## src/rtl/audio_dac_serializer_if.sv

```systemverilog
// User-side sample port of the audio DAC serializer: stereo pair, write strobe, flush, allowed.
// No latency of its own; audio_out_allowed reflects the serializer FIFO occupancy directly.
// The master must only count a pair as accepted when write_audio_out and audio_out_allowed are both high.
interface audio_dac_serializer_if #(
  parameter int DATA_WIDTH = 32
);
  logic [DATA_WIDTH-1:0] left_channel_audio_out;
  logic [DATA_WIDTH-1:0] right_channel_audio_out;
  logic                  write_audio_out;
  logic                  clear_audio_out_memory;
  logic                  audio_out_allowed;

  modport master (
    output left_channel_audio_out,
    output right_channel_audio_out,
    output write_audio_out,
    output clear_audio_out_memory,
    input  audio_out_allowed
  );

  modport slave (
    input  left_channel_audio_out,
    input  right_channel_audio_out,
    input  write_audio_out,
    input  clear_audio_out_memory,
    output audio_out_allowed
  );
endinterface

```

## src/rtl/audio_dac_serializer.sv

```systemverilog
// Buffers stereo pairs in a small FIFO and shifts them MSB-first, left-justified, onto AUD_DACDAT.
// Codec pin edges act 3 CLOCK_50 cycles after they occur; AUD_DACDAT follows one cycle after each load/shift.
// audio_out_allowed drops while the FIFO is full; writes then are dropped. Option: AUDIO_DAC_UNDERFLOW_REPEAT_EN.
module audio_dac_serializer #(
  parameter int DATA_WIDTH = 32,
  parameter int FIFO_DEPTH = 4,
  parameter int PTR_W      = 2
) (
  input  logic               CLOCK_50,
  input  logic               reset_n,
  audio_dac_serializer_if.slave aud_if,
  input  logic               AUD_BCLK,
  input  logic               AUD_DACLRCK,
  output logic               AUD_DACDAT,
  output logic [PTR_W:0]     fifo_level,
  output logic               underflow
);

  typedef enum logic [1:0] {ST_IDLE, ST_LEFT, ST_RIGHT} state_t;
  localparam logic [PTR_W:0] LEVEL_FULL = (PTR_W+1)'(FIFO_DEPTH);
  localparam logic [PTR_W:0] LEVEL_ONE  = (PTR_W+1)'(1);

  state_t                  state_q, state_d;
  logic [2*DATA_WIDTH-1:0] mem_q [FIFO_DEPTH];
  logic [2*DATA_WIDTH-1:0] mem_d [FIFO_DEPTH];
  logic [PTR_W-1:0]        wr_ptr_q, wr_ptr_d, rd_ptr_q, rd_ptr_d;
  logic [PTR_W:0]          level_q, level_d;
  logic [DATA_WIDTH-1:0]   shift_q, shift_d, hold_q, hold_d;
  logic                    dacdat_q, dacdat_d, underflow_q, underflow_d;
  logic                    bclk_s1_q, bclk_s2_q, bclk_prev_q;
  logic                    lrck_s1_q, lrck_s2_q, lrck_prev_q;
  // Masks the bogus edge seen while the synchronizers fill after reset.
  logic [1:0]              warm_q, warm_d;
`ifdef AUDIO_DAC_UNDERFLOW_REPEAT_EN
  logic [2*DATA_WIDTH-1:0] last_q, last_d;
`endif

  logic                    sync_ok, bclk_fall, lrck_rise, lrck_fall;
  logic                    do_write, fifo_avail, do_pop;
  logic [2*DATA_WIDTH-1:0] head, fill;

  assign aud_if.audio_out_allowed = (level_q != LEVEL_FULL);
  assign fifo_level = level_q;
  assign underflow  = underflow_q;
  assign AUD_DACDAT = dacdat_q;

  // Edge detection, FIFO bookkeeping, frame state machine and shifter next-state.
  always_comb begin
    warm_d      = (warm_q == 2'd3) ? 2'd3 : warm_q + 2'd1;
    sync_ok     = (warm_q == 2'd3);
    bclk_fall   = sync_ok & bclk_prev_q & ~bclk_s2_q;
    lrck_rise   = sync_ok & lrck_s2_q & ~lrck_prev_q;
    lrck_fall   = sync_ok & ~lrck_s2_q & lrck_prev_q;

    head        = mem_q[rd_ptr_q];
    do_write    = aud_if.write_audio_out & aud_if.audio_out_allowed;
    // A flush in the same cycle as a frame start leaves nothing to pop.
    fifo_avail  = (level_q != '0) & ~aud_if.clear_audio_out_memory;
    do_pop      = lrck_rise & fifo_avail;
    underflow_d = lrck_rise & ~fifo_avail;
`ifdef AUDIO_DAC_UNDERFLOW_REPEAT_EN
    fill        = last_q;
    last_d      = do_pop ? head : last_q;
`else
    fill        = '0;
`endif

    mem_d    = mem_q;
    wr_ptr_d = wr_ptr_q;
    rd_ptr_d = rd_ptr_q;
    level_d  = level_q;
    if (aud_if.clear_audio_out_memory) begin
      wr_ptr_d = '0;
      rd_ptr_d = '0;
      level_d  = '0;
    end else begin
      if (do_write) begin
        mem_d[wr_ptr_q] = {aud_if.left_channel_audio_out, aud_if.right_channel_audio_out};
        wr_ptr_d        = wr_ptr_q + 1'b1;
      end
      if (do_pop) rd_ptr_d = rd_ptr_q + 1'b1;
      case ({do_write, do_pop})
        2'b10:   level_d = level_q + LEVEL_ONE;
        2'b01:   level_d = level_q - LEVEL_ONE;
        default: level_d = level_q;
      endcase
    end

    // A new frame edge always wins over a bit-clock shift in the same cycle.
    state_d = state_q;
    shift_d = shift_q;
    hold_d  = hold_q;
    if (lrck_rise) begin
      shift_d = do_pop ? head[2*DATA_WIDTH-1:DATA_WIDTH] : fill[2*DATA_WIDTH-1:DATA_WIDTH];
      hold_d  = do_pop ? head[DATA_WIDTH-1:0] : fill[DATA_WIDTH-1:0];
      state_d = ST_LEFT;
    end else if (lrck_fall && state_q == ST_LEFT) begin
      shift_d = hold_q;
      state_d = ST_RIGHT;
    end else if (bclk_fall) begin
      shift_d = {shift_q[DATA_WIDTH-2:0], 1'b0};
    end

    dacdat_d = (state_q == ST_IDLE) ? 1'b0 : shift_q[DATA_WIDTH-1];
  end

  // All state registers; codec pins are resynchronized here too.
  always_ff @(posedge CLOCK_50 or negedge reset_n) begin
    if (!reset_n) begin
      state_q     <= ST_IDLE;
      for (int i = 0; i < FIFO_DEPTH; i++) mem_q[i] <= '0;
      wr_ptr_q    <= '0;
      rd_ptr_q    <= '0;
      level_q     <= '0;
      shift_q     <= '0;
      hold_q      <= '0;
      dacdat_q    <= 1'b0;
      underflow_q <= 1'b0;
      bclk_s1_q   <= 1'b0;
      bclk_s2_q   <= 1'b0;
      bclk_prev_q <= 1'b0;
      lrck_s1_q   <= 1'b0;
      lrck_s2_q   <= 1'b0;
      lrck_prev_q <= 1'b0;
      warm_q      <= 2'd0;
`ifdef AUDIO_DAC_UNDERFLOW_REPEAT_EN
      last_q      <= '0;
`endif
    end else begin
      state_q     <= state_d;
      mem_q       <= mem_d;
      wr_ptr_q    <= wr_ptr_d;
      rd_ptr_q    <= rd_ptr_d;
      level_q     <= level_d;
      shift_q     <= shift_d;
      hold_q      <= hold_d;
      dacdat_q    <= dacdat_d;
      underflow_q <= underflow_d;
      bclk_s1_q   <= AUD_BCLK;
      bclk_s2_q   <= bclk_s1_q;
      bclk_prev_q <= bclk_s2_q;
      lrck_s1_q   <= AUD_DACLRCK;
      lrck_s2_q   <= lrck_s1_q;
      lrck_prev_q <= lrck_s2_q;
      warm_q      <= warm_d;
`ifdef AUDIO_DAC_UNDERFLOW_REPEAT_EN
      last_q      <= last_d;
`endif
    end
  end

endmodule

```

## src/flat_wrapper.sv

```systemverilog
// flat-port wrapper written by rule: the top's interface ports become plain ports
module audio_dac_serializer_flat 
#(
  parameter int DATA_WIDTH = 32,
  parameter int FIFO_DEPTH = 4,
  parameter int PTR_W      = 2
)
  (CLOCK_50, reset_n, AUD_BCLK, AUD_DACLRCK, AUD_DACDAT, fifo_level, underflow, aud_if_left_channel_audio_out, aud_if_right_channel_audio_out, aud_if_write_audio_out, aud_if_clear_audio_out_memory, aud_if_audio_out_allowed);
  audio_dac_serializer_if #(.DATA_WIDTH(DATA_WIDTH)) aud_if_i ();
  input  logic CLOCK_50;
  input  logic reset_n;
  input  logic AUD_BCLK;
  input  logic AUD_DACLRCK;
  output logic AUD_DACDAT;
  output logic [PTR_W:0] fifo_level;
  output logic underflow;
  input wire logic [$bits(aud_if_i.left_channel_audio_out)-1:0] aud_if_left_channel_audio_out;
  input wire logic [$bits(aud_if_i.right_channel_audio_out)-1:0] aud_if_right_channel_audio_out;
  input wire logic [$bits(aud_if_i.write_audio_out)-1:0] aud_if_write_audio_out;
  input wire logic [$bits(aud_if_i.clear_audio_out_memory)-1:0] aud_if_clear_audio_out_memory;
  output wire logic [$bits(aud_if_i.audio_out_allowed)-1:0] aud_if_audio_out_allowed;
  assign aud_if_i.left_channel_audio_out = aud_if_left_channel_audio_out;
  assign aud_if_i.right_channel_audio_out = aud_if_right_channel_audio_out;
  assign aud_if_i.write_audio_out = aud_if_write_audio_out;
  assign aud_if_i.clear_audio_out_memory = aud_if_clear_audio_out_memory;
  assign aud_if_audio_out_allowed = aud_if_i.audio_out_allowed;
  audio_dac_serializer #(.DATA_WIDTH(DATA_WIDTH), .FIFO_DEPTH(FIFO_DEPTH), .PTR_W(PTR_W)) u_core (.CLOCK_50(CLOCK_50), .reset_n(reset_n), .aud_if(aud_if_i), .AUD_BCLK(AUD_BCLK), .AUD_DACLRCK(AUD_DACLRCK), .AUD_DACDAT(AUD_DACDAT), .fifo_level(fifo_level), .underflow(underflow));
endmodule
```

## config.mk

```make
export PLATFORM = sky130hd
export DESIGN_NAME = audio_dac_serializer_flat
export DESIGN_NICKNAME = d
export VERILOG_FILES = /design/src/rtl/audio_dac_serializer_if.sv /design/src/rtl/audio_dac_serializer.sv /design/src/flat_wrapper.sv
export SDC_FILE = /design/constraint.sdc
export NUM_CORES = 1
export LEC_CHECK = 0
export CAP_MARGIN = 20
export CORE_UTILIZATION = 45
export DETAILED_ROUTE_END_ITERATION = 8
export MAX_ROUTING_LAYER = met4
export PLACE_DENSITY_LB_ADDON = 0.05
export SYNTH_ARGS = -nofsm -noshare
export SYNTH_HDL_FRONTEND = slang
export SYNTH_SLANG_ARGS = --single-unit
```

## constraint.sdc

```tcl
create_clock -name CLOCK_50 -period 6.6 [get_ports CLOCK_50]
set_input_delay 0.66 -clock CLOCK_50 [delete_from_list [all_inputs] [get_ports CLOCK_50]]
set_output_delay 0.66 -clock CLOCK_50 [all_outputs]
set_load 0.005 [all_outputs]
```

==> impl_results.md, run 1 <==
* Main synth FF type: dfrtp_1
* Final max-slew violation count at 0
* Remaining Overflow, GRT at 0
* Worst hold-check path type: in2async
* Multiplexer share of the synthesized area at 0.3065
* Cell-by-cell trace of the critical path: clkdlybuf4s50_1 > and3b_1 > nand2_8 > mux2_4
* Max stage delay on crit path at 0.79 ns
* Skew-Pair Late Insertion Delay at 0.52 ns
* Die Wd at 188.3 um
* Post-route minimum period at 2.882 ns
* DRC at 0
* Post-synthesis compound-gate area fraction at 0.05986
* Die area at around 35000 um^2
* Max Root-Sink Buffers at 3
* Outcome: finished, final reports clean
* Routing usage on met2 at 0.3095
* I/O pin total at 76
* Average routed wire per standard cell at ~21 um
* Yosys reg bits at 339
* Tcrit/Tclk final at 0.4367
* Syn_area_per_cell at 15.32 um^2
* Peak Freq at approximately 350 MHz
* Grt met3 use at 0.02645
* Pwr/cell area at 371.5 nW/um^2
* GR peak layer: met2
* # rows at 67
* Slowest cell on crit path: and3b_1
* Total GRT Usage at 0.1992
* DR pass1 iterations at 5
* Clock transition at path regs at about 0.050 ns
* Relative slew slack at 0.3124
* Setup tns final at 0 ns
* ANT nets after route at 0
* Crit start category: primary input
* P_leak at 7.989 nW
* Worst-path maximum fanout at 64
* Final nets at 1147
* Diodes inserted at 0
* Cell variety after synth at 43
* Post-synth top cells: 339 x dfrtp_1, 137 x mux2_2, 120 x mux2_4
* Main area contributors after synthesis: dfrtp_1 54%, mux2_4 12%, mux2_2 9.9%
* Most numerous cell in the Yosys netlist: dfrtp_1
* Wire length of the first global-routing pass at 53960 um
* Slew @ Worst Pin at 1.031 ns
* RSZ-0062 raised after global routing: no
* Arr. time, crit path at between 3 and 4 ns
* Reg2reg start: u_core.fifo_level[2]$_DFFE_PN0P_
* Yosys Warn Count at 0
* Max_cap viols at 0
* Share of cells above drive strength 1 at 0.3679
* Core area at between 30000 and 40000 um^2
* Via count at 8646
* Post-synth top area cell: dfrtp_1
* Fin area at 17800 um^2
* Area share of the largest cell type after synthesis at 0.5433
* Final Power at 0.006610 W
* Effective utilization at floorplan at 0.4610
* Post-Synthesis Cell Area at ~16000 um^2
* Async SR Flop Fraction at 1.000
* TritonCTS Buffers at 39
* Met1 GRT Util at 0.2777
* Layout Skew at between 0.015 and 0.02 ns
* Final setup fails at 0
* Post-CTS setup buffers at 0
* HPWL Detailed at 18660 um
* Initial antenna violation count at 0
* Placer Congestion at 0.7465
* CTS tree: built
* Routed WL at 32780 um
* Worst Path Required at 6.99 ns
* CTS Sinks at 339
* Starting DRC count in detailed routing at 475
* Post-synthesis simple-gate area fraction at 0.04488
* Area grow syn2layout at 13.98%
* Synth Area in Adders at 0.004488
* Setup Crit Path Kind: in2reg
* R2R setup slack at between 3 and 4 ns
* Worst r2r dst: u_core.mem_q[243]$_DFFE_PN0P_
* Post-synthesis sequential area ratio at 0.5433
* Final Hold Fails at 0
* Nature of the critical path endpoint: flop
* Mapped Cells at a little over 1k
* Post-DP Area at 16450 um^2
* Post-synthesis xor/xnor area fraction at 0.001683
* Largest net degree at the start of global routing at 139
* Post-synth EDFFs at 0
* Peak supply drop at 0.1910 mV
* CTS HTree Levels at 2
* Largest family of logic cells by synthesized area: multiplexers
* FF-to-FF path depth at 4
* Vias in the first global route at ~9.4k
* Root Buffer: clkbuf_16
* Height of the die at 188.3 um
* Fillers at 2870
* Post-CTS Hold Buffers at 0
* Avg Vias per Cell at 5.592
* Cts repair resizes at 0
* Post-Syn Nets at 1094
* Port bufs at 75
==> through the flow <==
step | hold WS [ns] | setup slack, ns | utilization | instances
2_1_floorplan | 0.3312 | 4.403 | - | 1019
3_3_place_gp | 0.3474 | 3.235 | 0.4857 | 1477
3_5_place_dp | 0.3478 | 3.182 | 0.4857 | 1477
4_1_cts | 0.1027 | 3.730 | 0.5238 | 1544
5_1_grt | 0.1426 | 3.629 | 0.5255 | 1546
6_report | 0.08257 | 3.718 | 0.5255 | 1546
==> where the power goes <==
group,switching [W],internal (W)
Sequential,0.000346,0.00273
Clock,0.000829,0.00133
Combinational,0.000460,0.000913
Total,0.00163,0.00498
==> worst max-delay path, delay by kind of cell <==
| family | cells | cell delay, ns |
|---|---|---|
| buffers and inverters | 1 | 0.66 |
| multiplexers | 1 | 0.50 |
| AND/OR/NAND/NOR | 2 | 1.38 |
==> worst max path at each step <==
stage	slack, ns	cells past startpoint	start	endpoint
after floorplan	4.40	8	u_core.lrck_prev_q$_DFF_PN0_	u_core.fifo_level[1]$_DFFE_PN0P_
after global placement	3.24	4	aud_if_clear_audio_out_memory	u_core.mem_q[238]$_DFFE_PN0P_
after detailed placement	3.18	4	aud_if_clear_audio_out_memory	u_core.mem_q[239]$_DFFE_PN0P_
after CTS	3.73	4	aud_if_clear_audio_out_memory	u_core.mem_q[243]$_DFFE_PN0P_
after global routing	3.63	4	aud_if_clear_audio_out_memory	u_core.mem_q[243]$_DFFE_PN0P_
final	3.72	4	aud_if_clear_audio_out_memory	u_core.mem_q[243]$_DFFE_PN0P_
==> metal layers <==
metal  routed length (um)  up-vias  share of wire
li1                     -     3881              -
met2                15920      127           0.49
met3                  910       49          0.028
met5                    0        -              0
met4                  607        0          0.019
met1                15340     4589           0.47
==> logic make-up (layout without fill, tap and decap cells) <==
group	after synthesis	after routing
flip-flops	339	339
multiplexers	321	321
AO/OA/AOI/OAI	136	136
AND/OR/NAND/NOR	136	136
buffers and inverters	79	158
adder cells (fa/ha/maj)	5	5
XOR/XNOR	3	3
==> cells in the final DEF, fill, tap and decap left out, types with 3 or more instances in the layout <==
cell,Yosys,layout
a21o_1,31,31
a22o_1,31,31
a31oi_1,32,32
buf_4,0,10
clkbuf_1,39,9
clkbuf_16,0,41
clkbuf_8,1,11
clkdlybuf4s50_1,0,74
clkinv_2,0,4
dfrtp_1,339,337
ha_1,4,4
inv_1,3,3
mux2_2,137,137
mux2_4,120,120
mux4_2,64,64
nand2_1,44,44
nand2_8,4,4
nand3_1,32,32
nor2_1,37,37
o21ai_0,32,32
==> area by class of cell <==
cell class,instances,area (um^2),share of cell area
well taps,448,560.5,0.03150
multi-input cells,601,6539,0.3674
repair buffers,88,905.9,0.05090
clock buffers,61,1211,0.06806
clock inverters,6,80.08,0.004500
flip-flops and latches,339,8488,0.4770
inverters,3,11.26,0.0006328
==> flip-flops by register name, indices dropped and copies added (netlist names), 2 cells and up <==
name and flops:
u_core.mem_q 256, u_core.wr_ptr_q 2, u_core.hold_q 32, u_core.shift_q 32
u_core.rd_ptr_q 2, u_core.warm_q 2, u_core.fifo_level 3, u_core.state_q 2
No activity file was read; power rests on OpenSTA's default activity.
==> run 2: changes to the inputs <==
==> constraint.sdc (replaced) <==
create_clock -name CLOCK_50 -period 2.74 [get_ports CLOCK_50]
set_input_delay 0.274 -clock CLOCK_50 [delete_from_list [all_inputs] [get_ports CLOCK_50]]
set_output_delay 0.274 -clock CLOCK_50 [all_outputs]
set_load 0.005 [all_outputs]
==> run 2 against run 1 <==
  * Final cell count rose by 1.9%
  * Cell area rose by 2.2%
  * Sequential cell count did not move
  * Via count is 1.2% higher
  * Wire length up 2.6%
  * Critical endpoint is now u_core.mem_q[240]$_DFFE_PN0P_
  * Critical path type is now reg2reg
  * Largest cell class unchanged
  * Die area stayed put
  * Utilization increased by 1.1 points
==> impl_results.md, run 2 (same netlist as run 1, synthesis figures left out) <==
* Max_cap viols at 0
* Sequential cell area at 8488 um^2
* DRC at 0
* Setup Crit Path Kind: reg2reg
* Worst-path maximum fanout at 22
* CTS HTree Levels at 2
* Hold slack at 0.2340 ns
* Port bufs at between 70 and 80
* Layout Skew at slightly above 0.02 ns
* HPWL Detailed at 21100 um
* Commonest non-fill, non-tap cell in the layout: dfrtp_1
* Diodes inserted at 0
* Final nets at around 1.2k
* Routed WL at 33620 um
* TritonCTS Buffers at 38
* Skew-Pair Late Insertion Delay at ~0.53 ns
* Max Root-Sink Buffers at 3
* # rows at 67
* Slew @ Worst Pin at 0.6293 ns
* Commonest non-fill, non-tap cells in the layout: 337 x dfrtp_1, 137 x mux2_2, 120 x mux2_4
* DR pass1 iterations at 5
* CTS tree: built
* Die area at 35450 um^2
* Starting DRC count in detailed routing at 504
* Clock transition at path regs at around 0.060 ns
* Area grow syn2layout at 16.43%
* Layout Cells excl Fill at ~1.6k
* Placed Instances at 1506
* Peak Freq at 437.2 MHz
* Cts repair resizes at 0
* Share of cells above drive strength 1 at 0.3839
* Height of the die at 188.3 um
* Pwr/cell area at 877.9 nW/um^2
* Largest net degree at the start of global routing at 76
* Root Buffer: clkbuf_16
* Nature of the critical path endpoint: flop
* Average routed wire per standard cell at approximately 21 um
* Relative slew slack at 0.5805
* Reg2reg start: u_core.fifo_level[1]$_DFFE_PN0P_
* Final setup fails at 0
* P_leak at 8.191 nW
* Top reg by flops: u_core.mem_q
* Fillers at 2822
* ANT nets after route at 0
* Tcrit/Tclk final at 0.8347
* Via count at 8751
* Final max-slew violation count at 0
* Placer Congestion at 0.7455
* Final Hold Fails at 0
* Number of flip-flops in the largest register at 256
* Worst hold-check path type: in2reg
* Effective utilization at floorplan at 0.4610
* Vias in the first global route at 9412
* Min-delay src: AUD_BCLK
* I/O pin total at 76
* Initial antenna violation count at 0
* Wire length of the first global-routing pass at 55230 um
* CTS Sinks at 339
* Outcome: finished, final reports clean
* Largest regs: u_core.mem_q (256), u_core.hold_q (32), u_core.shift_q (32)
* Post-route minimum period at 2.287 ns
* Arr. time, crit path at 2.69 ns
* Core area at 33870 um^2
* Crit start category: flop
* RSZ-0062 raised after global routing: no
* Multi-input logic area at 6539 um^2
* Setup tns final at 0 ns
* Final Power at approximately 0.016 W
* Die Wd at about 190 um
* Avg Vias per Cell at 5.553
* Remaining Overflow, GRT at 0
* Peak supply drop at ~0.45 mV
* Total GRT Usage at 0.2045
* Post-CTS setup buffers at 0
* Worst Path Required at 3.14 ns
* Crit path from: u_core.fifo_level[1]$_DFFE_PN0P_
## run 2: cell type report
cell class	instances	area share
Sequential cell	339	0.4669
Timing Repair Buffer	116	0.07103
Multi-Input combinational cell	601	0.3597
Inverter	3	0.0006195
Clock buffer	62	0.06738
Tap cell	448	0.03083
Clock inverter	7	0.003510
## run 2: routing by layer
| metal | global-route usage | up-vias | routed length [um] |
|---|---|---|---|
| li1 | - | 3946 | - |
| met1 | 0.2856 | 4617 | 15980 |
| met2 | 0.3168 | 137 | 16000 |
| met3 | 0.02738 | 51 | 988 |
| met4 | 0.05191 | 0 | 648 |
| met5 | - | - | 0 |
## run 2: path summary, 6_finish.rpt
path	endpoint	slack, ns	depth (start not counted)
hold / removal	u_core.bclk_s1_q$_DFF_PN0_	0.23	1
hold reg to reg	u_core.lrck_s2_q$_DFF_PN0_	0.35	0
min in group asynchronous	u_core.mem_q[212]$_DFFE_PN0P_	0.34	2
max in group asynchronous	u_core.mem_q[185]$_DFFE_PN0P_	1.61	3
setup / recovery	u_core.mem_q[240]$_DFFE_PN0P_	0.45	6
setup reg to reg	u_core.mem_q[240]$_DFFE_PN0P_	0.45	6
## run 2: stage by stage
| step | util | worst slack [ns] | instance area [um^2] |
|---|---|---|---|
| 2_1_floorplan | - | 0.5434 | 15610 |
| 3_3_place_gp | 0.4984 | 0.4848 | 16880 |
| 3_5_place_dp | 0.4984 | 0.4373 | 16880 |
| 4_1_cts | 0.5368 | 0.4324 | 18180 |
| 5_1_grt | 0.5368 | 0.3645 | 18180 |
| 6_report | 0.5368 | 0.4529 | 18180 |
## run 2: worst max-delay path, stage by stage (launching register included)
cell	delay [ns]
dfrtp_1	0.47
or3b_4	0.45
and3b_1	0.19
buf_4	0.20
nand2_8	0.26
buf_4	0.27
mux2_4	0.31
## run 2: repair_timing
item | CTS | global route
endpoints found under the setup margin | 0 | 0
hold endpoints to repair | 67 | 0
hold buffers | 1 | 0
## run 2: power breakdown
| part | internal, W | switching [W] | leakage, nW |
|---|---|---|---|
| Sequential | 0.00658 | 0.000802 | 4.24 |
| Clock | 0.00315 | 0.00202 | 0.640 |
| Combinational | 0.00225 | 0.00116 | 3.31 |
